==> src/rtl/demux2_stream.sv <==
// rtl/demux2_stream.sv - registered 1-to-2 stream demultiplexer with per-output FIFOs
module demux2_stream #(
    parameter int WIDTH = 9,
    parameter int DEPTH = 2,
    localparam int CW = $clog2(DEPTH + 1)
) (
    input  logic             clk,
    input  logic             reset,
    input  logic             in_valid,
    output logic             in_ready,
    input  logic             in_sel,
    input  logic [WIDTH-1:0] in_data,
    output logic             out0_valid,
    input  logic             out0_ready,
    output logic [WIDTH-1:0] out0_data,
    output logic             out1_valid,
    input  logic             out1_ready,
    output logic [WIDTH-1:0] out1_data,
    output logic [CW-1:0]    out0_count,
    output logic [CW-1:0]    out1_count
);

    localparam int PW = (DEPTH > 1) ? $clog2(DEPTH) : 1;
    localparam logic [CW-1:0] FULL_COUNT = CW'(DEPTH);
    localparam logic [PW-1:0] LAST_PTR = PW'(DEPTH - 1);

    logic [1:0][CW-1:0]    count;
    logic [1:0][WIDTH-1:0] head;
    logic [1:0]            sel_hot;
    logic [1:0]            out_ready;
    logic [1:0]            push;
    logic [1:0]            pop;

    // Ready looks only at the selected channel's occupancy, so one full
    // channel never stalls traffic headed for the other one.
    assign in_ready  = !reset && (in_sel ? (count[1] < FULL_COUNT) : (count[0] < FULL_COUNT));
    assign sel_hot   = {in_sel, !in_sel};
    assign out_ready = {out1_ready, out0_ready};

    for (genvar k = 0; k < 2; k++) begin : g_chan
        logic [WIDTH-1:0] mem [DEPTH];
        logic [PW-1:0]    wptr;
        logic [PW-1:0]    rptr;

        // A full channel refuses the push even when it pops on the same edge.
        assign push[k] = in_valid && in_ready && sel_hot[k];
        assign pop[k]  = (count[k] != '0) && out_ready[k];
        assign head[k] = mem[rptr];

        // Storage write and write-pointer advance; reset wipes all entries.
        always_ff @(posedge clk or posedge reset) begin
            if (reset) begin
                for (int i = 0; i < DEPTH; i++) begin
                    mem[i] <= '0;
                end
                wptr <= '0;
            end else if (push[k]) begin
                mem[wptr] <= in_data;
                wptr      <= (wptr == LAST_PTR) ? '0 : wptr + PW'(1);
            end
        end

        // Read-pointer advance on each accepted output transfer.
        always_ff @(posedge clk or posedge reset) begin
            if (reset) begin
                rptr <= '0;
            end else if (pop[k]) begin
                rptr <= (rptr == LAST_PTR) ? '0 : rptr + PW'(1);
            end
        end

        // Occupancy tracking; a simultaneous push and pop leaves it unchanged.
        always_ff @(posedge clk or posedge reset) begin
            if (reset) begin
                count[k] <= '0;
            end else begin
                case ({push[k], pop[k]})
                    2'b10:   count[k] <= count[k] + CW'(1);
                    2'b01:   count[k] <= count[k] - CW'(1);
                    default: count[k] <= count[k];
                endcase
            end
        end
    end

    assign out0_valid = (count[0] != '0);
    assign out1_valid = (count[1] != '0);
    assign out0_data  = head[0];
    assign out1_data  = head[1];
    assign out0_count = count[0];
    assign out1_count = count[1];

endmodule
==> config.mk <==
export PLATFORM = sky130hd
export DESIGN_NAME = demux2_stream
export DESIGN_NICKNAME = d
export VERILOG_FILES = /design/src/rtl/demux2_stream.sv
export SDC_FILE = /design/constraint.sdc
export NUM_CORES = 1
export LEC_CHECK = 0
export CORE_MARGIN = 2
export CORE_UTILIZATION = 54
export CTS_CLUSTER_SIZE = 20
export DETAILED_ROUTE_END_ITERATION = 7
export GPL_ROUTABILITY_DRIVEN = 1
export PLACE_DENSITY = 0.94
export SLEW_MARGIN = 20
export SYNTH_ARGS = -nofsm -noshare
export SYNTH_HDL_FRONTEND = slang
export SYNTH_SLANG_ARGS = --single-unit
export TNS_END_PERCENT = 10
==> constraint.sdc <==
create_clock -name clk -period 4.75 [get_ports clk]
set_clock_uncertainty 0.1 [all_clocks]
set_input_delay 0.95 -clock clk [delete_from_list [all_inputs] [get_ports clk]]
set_output_delay 0.95 -clock clk [all_outputs]
set_load 0.1 [all_outputs]
Yosys cells after proc, flatten, opt, wreduce, memory -nomap -nowiden
Index checks and enable logic that the tools add are counted.
{"block": "totals", "reg_bits": 44, "in_bits": 15, "out_inout_bits": 25, "elab_cells": 67}
{"block": "classes", "add_sub_neg": 8, "n_lt_le_gt_ge": 8, "eq_ne": 4, "mux": 19, "bitwise": 4, "reduce_logical": 14}
{"operator": "two-way mux 9 bit", "count": 8}
{"operator": "bitwise mux 18 bit", "count": 2}
{"operator": "demux 9 bit (select 1 bit)", "count": 2}
{"operator": ">= comparator 2 bit, second input constant", "count": 4}
{"operator": "logical AND 1 bit", "count": 8}
{"operator": "NOT 1 -> 2 bit", "count": 4}
{"operator": "one-hot mux 2 bit (2 select lines)", "count": 2}
{"operator": "nonzero test 2 bit", "count": 4}
{"operator": "two-way mux 1 bit", "count": 5}
{"operator": "adder 1 bit, second input constant", "count": 4}
{"operator": "adder 2 x 1 -> 2 bit, second input constant", "count": 2}
{"operator": "equality test 2 x 1 -> 1 bit, second input constant", "count": 2}
{"operator": "equality test 2 bit, second input constant", "count": 2}
{"operator": "< comparator 2 x 1 -> 1 bit, second input constant", "count": 2}
{"operator": "< comparator 2 bit, second input constant", "count": 2}
{"operator": "subtractor 2 x 1 -> 2 bit, second input constant", "count": 2}
{"operator": "zero test 1 bit", "count": 2}

Depth between registers and ports, before layout
Gate-level depths: netlist of the first run.
{"block": "depth", "depth_word": 7, "depth_mapped": 6, "depth_no_buf": 6}

Worst setup path after synthesis of the first run
OpenSTA, ideal clock, no wires.
{"block": "synth_timing", "path_kind": "register to output", "startpoint": "register count, in the netlist out0_count[1]", "endpoint": "output port in_ready", "arrival_time_ps": 3291, "required_ps": 3700, "setup_slack_ps": 409, "stages_incl_launch_ff": 3, "path_buffers": 0, "cell_sequence": "dfrtp_1 > nor2b_1 > a211oi_1"}
{"block": "synth_between", "elab_chain_cells": 3}
{"element": "start: declaration", "line": "27", "source": "logic [1:0][CW-1:0] count;"}
{"element": "start signal: indexed assignment", "line": "78", "source": "2'b10: count[k] <= count[k] + CW'(1);"}
{"element": "start signal: indexed assignment", "line": "79", "source": "2'b01: count[k] <= count[k] - CW'(1);"}
{"element": "start signal: indexed assignment", "line": "80", "source": "default: count[k] <= count[k];"}
{"element": "< comparator 2 bit", "line": "36", "source": "assign in_ready = !reset && (in_sel ? (count[1] < FULL_COUNT) : (count[0] < FULL_COUNT));"}
{"element": "two-way mux 1 bit", "line": "36"}
{"element": "logical AND 1 bit", "line": "36"}
{"element": "end: declaration", "line": "10", "source": "output logic in_ready,"}
No other way between the ends.

Final worst setup path of the first run
{"block": "layout_timing", "startpoint": "register g_chan[0].rptr", "endpoint": "output port out0_data[4]"}
{"block": "layout_between", "elab_chain_cells": 4}
{"element": "start: declaration", "line": "43", "source": "logic [PW-1:0] rptr;"}
{"element": "start signal: assignment", "line": "68", "source": "rptr <= (rptr == LAST_PTR) ? '0 : rptr + PW'(1);"}
{"element": "NOT 1 -> 2 bit (not written as such)", "line": "48", "source": "assign head[k] = mem[rptr];"}
{"element": "two-way mux 9 bit (not written as such) (3 in series)", "line": "48"}
{"element": "end: declaration", "line": "15", "source": "output logic [WIDTH-1:0] out0_data,"}
No other way between the ends. The select of a mux whose other input is x is not followed.

==> results of run 1 <==
cell families after synthesis:
logic type / count (synthesis)
XOR/XNOR: 10
AND/OR/NAND/NOR: 13
AO/OA/AOI/OAI: 1
multiplexers: 54
adder cells (fa/ha/maj): 2
flip-flops: 44
buffers and inverters: 8
worst max-delay path, delay by kind of cell (launching register included):
| kind | cells | cell delay (ns) |
|---|---|---|
| flops | 1 | 0.63 |
| mux | 1 | 0.25 |
| buf+inv | 1 | 1.14 |
routing by layer:
metal	GRT usage	share of wire	vias up
met5	0	0	-
met4	0.1277	0.027	0
met3	0.03472	0.019	7
met2	0.3763	0.54	18
met1	0.2383	0.42	606
li1	-	-	540
registers in the layout (all words and copies together), names as in the netlist:
| signal | count |
|---|---|
| out1_count | 2 |
| g_chan.rptr | 2 |
| g_chan.wptr | 2 |
| g_chan.mem | 36 |
| out0_count | 2 |
cell type report:
type,count,share of cell area
clock buffer,8,0.03596
inverter,3,0.004496
multi-input combinational,80,0.3382
sequential,44,0.4396
tap,48,0.02398
timing repair buffer,40,0.1578
worst max-delay path by stage:
stage          cells past startpoint      endpoint  slack (ns)      startpoint
2_1_floorplan                      2      in_ready        0.41   out0_count[1]
3_3_place_gp                       4      in_ready        1.66          in_sel
3_5_place_dp                       4      in_ready        1.57          in_sel
4_1_cts                            2  out0_data[4]        1.36  g_chan[0].rptr
5_1_grt                            2  out1_data[6]        1.32  g_chan[1].rptr
6_report                           2  out0_data[4]        1.38  g_chan[0].rptr
stage by stage:
stage,cell area [sq um],instances,hold WS (ns),utilization
global placement,2415,215,0.3824,0.6697
floorplan,1987,132,0.3737,-
global route,2505,223,0.4183,0.6947
CTS,2505,223,0.4048,0.6947
detailed placement,2415,215,0.3873,0.6697
finish,2505,223,0.4041,0.6947
cell usage in the layout (no fill, tap or decap):
cell / count
inv_1: 2
xor2_1: 4
inv_2: 1
nand4bb_1: 1
and2_1: 2
or2_1: 1
a211oi_1: 1
or2_2: 3
mux2_2: 45
nor2_1: 2
or4b_1: 1
mux2_4: 9
buf_4: 2
ha_1: 2
xnor2_1: 6
nor2b_1: 1
nor2_2: 2
clkdlybuf4s50_1: 38
clkbuf_8: 6
dfrtp_1: 44
clkbuf_1: 2
==> run metrics, run 1 <==
die area=around 4200 sq um; CTS Buf Count=5; final wirelength=around 3900 microns; top cell type's share of synthesized area=0.5542; Syn Area/Cell=approximately 15 sq um; Port Buffers=39; number of gates resized after CTS=0; Synth-to-Final Area Change=26.07%; layout cell share with drive strength beyond 1=0.3886; largest net degree at the start of global routing=32; Antenna diodes=0; Syn Nets=roughly 150; dpl ws=~1.6 ns; Final Slew Violations=0; min cycle time layout=between 3 and 4 ns; crit start category=flip-flop; synthesized area=roughly 2000 sq um; post-synth cell types=19; CP max stage delay=approximately 1.1 ns; die height=between 60 and 70 microns; Clk Latency, worst-skew pair=around 0.29 ns; core area=roughly 3600 sq um; row cnt=22; total track usage=0.2119; crit path cell chain=mux2_2 -> clkdlybuf4s50_1; cts hold-fix bufs=0; first-pass GRT wire length=6423 microns; # IOs=40; Setup CP Type=flip-flop to output port; area leader, netlist=dfrtp_1; CTS tree=yes; RSZ-0062 raised after global routing=no; worst path required time=between 3 and 4 ns; Synth Area in Simple Gates=0.04282; Worst Hold Class=flip-flop to flip-flop; reg2reg start=out0_count[1]; slowest CP cell=clkdlybuf4s50_1; warning count from the yosys run=0; Tightest Pin Transition=0.9787 ns; Rel. slew slack=0.3455; chip width=64.66 microns; hpwl dp=roughly 2800 microns; Fin. Hold Viols=0; largest family of logic cells by synthesized area=multiplexers; iteration-0 DRC count of the detailed router=between 40 and 50; Compound-Gate Fraction of Synth Area=0.003778; Worst Hold Path EP=g_chan[1].mem[7]; EDFF count, synth=0; CTS H-tree lvls=2; Initial Util=0.5510; maximum clock rate=296.9 MHz; clock-pin slew on the worst setup and hold paths=roughly 0.070 ns; fraction of registers with async set/reset=1.000; Post-synth top cells=mux2_2 (45), dfrtp_1 (44), mux2_4 (9); worst setup margin=roughly 1.4 ns; via count=between 1000 and 1500; RD Place Congestion=0.7407; Synth Instances=132; initial antenna violation count=0; RR Endpoint=g_chan[0].mem[1]; Overflow after GRT=0; Adder-Cell Fraction of Synth Area=0.01259; DR DRC count=0; register area=around 1100 sq um; Final setup viols=0; clock sink count=44; Setup crit end kind=output port; drt pass-1 iters=4; clk buf depth=2; Final #Nets=191; #FFs+latches synth=44; DR vias/cell=roughly 5.3; final period utilization=0.7090; Routed WL per cell=~17 microns; R2R depth=3; Synth Area in XOR/XNOR=0.04408; main area contributors after synthesis=dfrtp_1 (55%), mux2_2 (26%), mux2_4 (6.8%); Worst EP arrival=2.32 ns; beginning of the worst hold path=g_chan[1].mem[7]; register area share after synthesis=0.5542; R2R setup slack=approximately 2.7 ns; multiplexer share of the synthesized area=0.3230; CP max FO=10; most frequent cell after synthesis=mux2_2; number of global-route vias before repair=1371; status=completed; setup_tns=0 ns; Fillers=244; multi-input logic area=roughly 850 sq um; max_cap viols=0; CTS Root Cell=clkbuf_8; Primary FF master, synth=dfrtp_1; DRT antenna net count=0; post-CTS setup buffers=0; WHS Path Cells=1
Power of run 1 is not shown: default switching activity piles up to over one toggle a cycle in this logic, so the estimate is an artifact.
==> run 2, diff against run 1 <==
--- a/config.mk
+++ b/config.mk
@@ -6,11 +6,11 @@
 export NUM_CORES = 1
 export LEC_CHECK = 0
 export CORE_MARGIN = 2
-export CORE_UTILIZATION = 54
+export CORE_UTILIZATION = 51
 export CTS_CLUSTER_SIZE = 20
 export DETAILED_ROUTE_END_ITERATION = 7
 export GPL_ROUTABILITY_DRIVEN = 1
-export PLACE_DENSITY = 0.94
+export PLACE_DENSITY = 0.9
 export SLEW_MARGIN = 20
 export SYNTH_ARGS = -nofsm -noshare
 export SYNTH_HDL_FRONTEND = slang
==> constraint.sdc (replaced) <==
create_clock -name clk -period 3.53 [get_ports clk]
set_clock_uncertainty 0.1 [all_clocks]
set_input_delay 0.706 -clock clk [delete_from_list [all_inputs] [get_ports clk]]
set_output_delay 0.706 -clock clk [all_outputs]
set_load 0.1 [all_outputs]
==> run metrics, run 2 (synthesis results as in run 1) <==
status=completed; RSZ-0062 raised after global routing=no; Port Buffers=39; core area=3716 sq um; Fin. Hold Viols=0; Worst Hold Class=flip-flop to flip-flop; CP max stage delay=~0.97 ns; CTS tree=yes; CTS H-tree lvls=2; cts hold-fix bufs=0; post-CTS setup buffers=0; total track usage=0.1807; final wirelength=about 3600 microns; slowest CP cell=clkdlybuf4s50_1; crit path buf inv count=1; iteration-0 DRC count of the detailed router=55; Setup crit end kind=output port; via count=between 1000 and 1500; DR vias/cell=between 5 and 6; R2R depth=3; DR DRC count=0; Antenna diodes=0; clock-pin slew on the worst setup and hold paths=~0.08 ns; clk buf depth=2; RD Place Congestion=0.7435; DRT antenna net count=0; Tightest Pin Transition=just under 1 ns; Rel. slew slack=0.3493; Top reg by flops=g_chan.mem; commonest non-fill, non-tap cell in the layout=mux2_2; number of gates resized after CTS=0; number of global-route vias before repair=1257; Setup CP Type=flip-flop to output port; critical path's top delay family=buffers and inverters; worst path required time=about 2.7 ns; layout cell share with drive strength beyond 1=0.5257; max reg flops=36; Final #Nets=roughly 190; CTS Root Cell=clkbuf_8; crit start category=flip-flop; die height=66.42 microns; initial antenna violation count=0; CTS Buf Count=5; post-layout util=0.6613; setup_tns=0 ns; max_cap viols=0; final period utilization=0.7958; # IOs=40; min cycle time layout=between 2 and 3 ns; first-pass GRT wire length=between 5000 and 6000 microns; row cnt=22; hpwl dp=between 2000 and 3000 microns; Worst EP arrival=2.00 ns; chip width=66.42 microns; final std cells w/o fill=between 200 and 250; drt pass-1 iters=3; clock sink count=between 40 and 50; most frequent cells in the layout=mux2_2 (45), dfrtp_1 (44), buf_4 (24); Worst path depth=2; Routed WL per cell=approximately 16 microns; largest net degree at the start of global routing=45; Initial Util=0.5347; maximum clock rate=356.0 MHz; Final Slew Violations=0; Final setup viols=0; die area=4411 sq um; WHS Path Cells=1; placed cell count=about 220; Synth-to-Final Area Change=23.68%; Overflow after GRT=0; Clk Latency, worst-skew pair=just under 0.3 ns; CP max FO=4; crit path cell chain=or2_2 -> clkdlybuf4s50_1
==> run 2: routing by layer <==
layer | global-route usage | wire (microns) | vias up
met4 | 0.07398 | 56 | 0
met1 | 0.2306 | 1587 | 586
met5 | 0 | 0 | -
li1 | - | - | 546
met3 | 0.03066 | 78 | 7
met2 | 0.3038 | 1910 | 19
==> run 2: worst reg2reg max path: stages, from the launching register on <==
cell and delay (ns):
dfrtp_1 0.43, or4b_1 0.59, nor2_2 0.44, mux2_2 0.40
==> run 2: stage by stage <==
| stage | area, sq um | worst slack (ns) | hold WS, ns |
|---|---|---|---|
| after floorplan | 1992 | 0.3935 | 0.3737 |
| after global placement | 2365 | 0.6824 | 0.3828 |
| after detailed placement | 2365 | 0.6451 | 0.3893 |
| after CTS | 2457 | 0.7037 | 0.4120 |
| after global routing | 2457 | 0.6753 | 0.4310 |
| final | 2457 | 0.7207 | 0.4078 |
==> run 2: final timing paths <==
check / slack [ns] / from / endpoint
worst max-delay path: 0.72 / out0_count[0] / out0_valid
worst min-delay path: 0.41 / g_chan[1].mem[7] / g_chan[1].mem[7]
worst max register to register: 1.46 / out0_count[1] / g_chan[0].mem[12]
worst min register to register: 0.41 / g_chan[1].mem[7] / g_chan[1].mem[7]
max in group asynchronous: 2.12 / reset / g_chan[1].mem[2]
min in group asynchronous: 0.85 / reset / g_chan[1].mem[3]
==> run 2: final cells by class <==
type | instances | area, sq um
fillers | 268 | 1259
clock buffers | 6 | 82.58
flip-flops and latches | 44 | 1101
well taps | 48 | 60.06
inverters | 3 | 11.26
multi-input cells | 80 | 852.1
clock inverters | 2 | 10.01
repair buffers | 40 | 340.3
Power of run 2 is left out for the same reason.
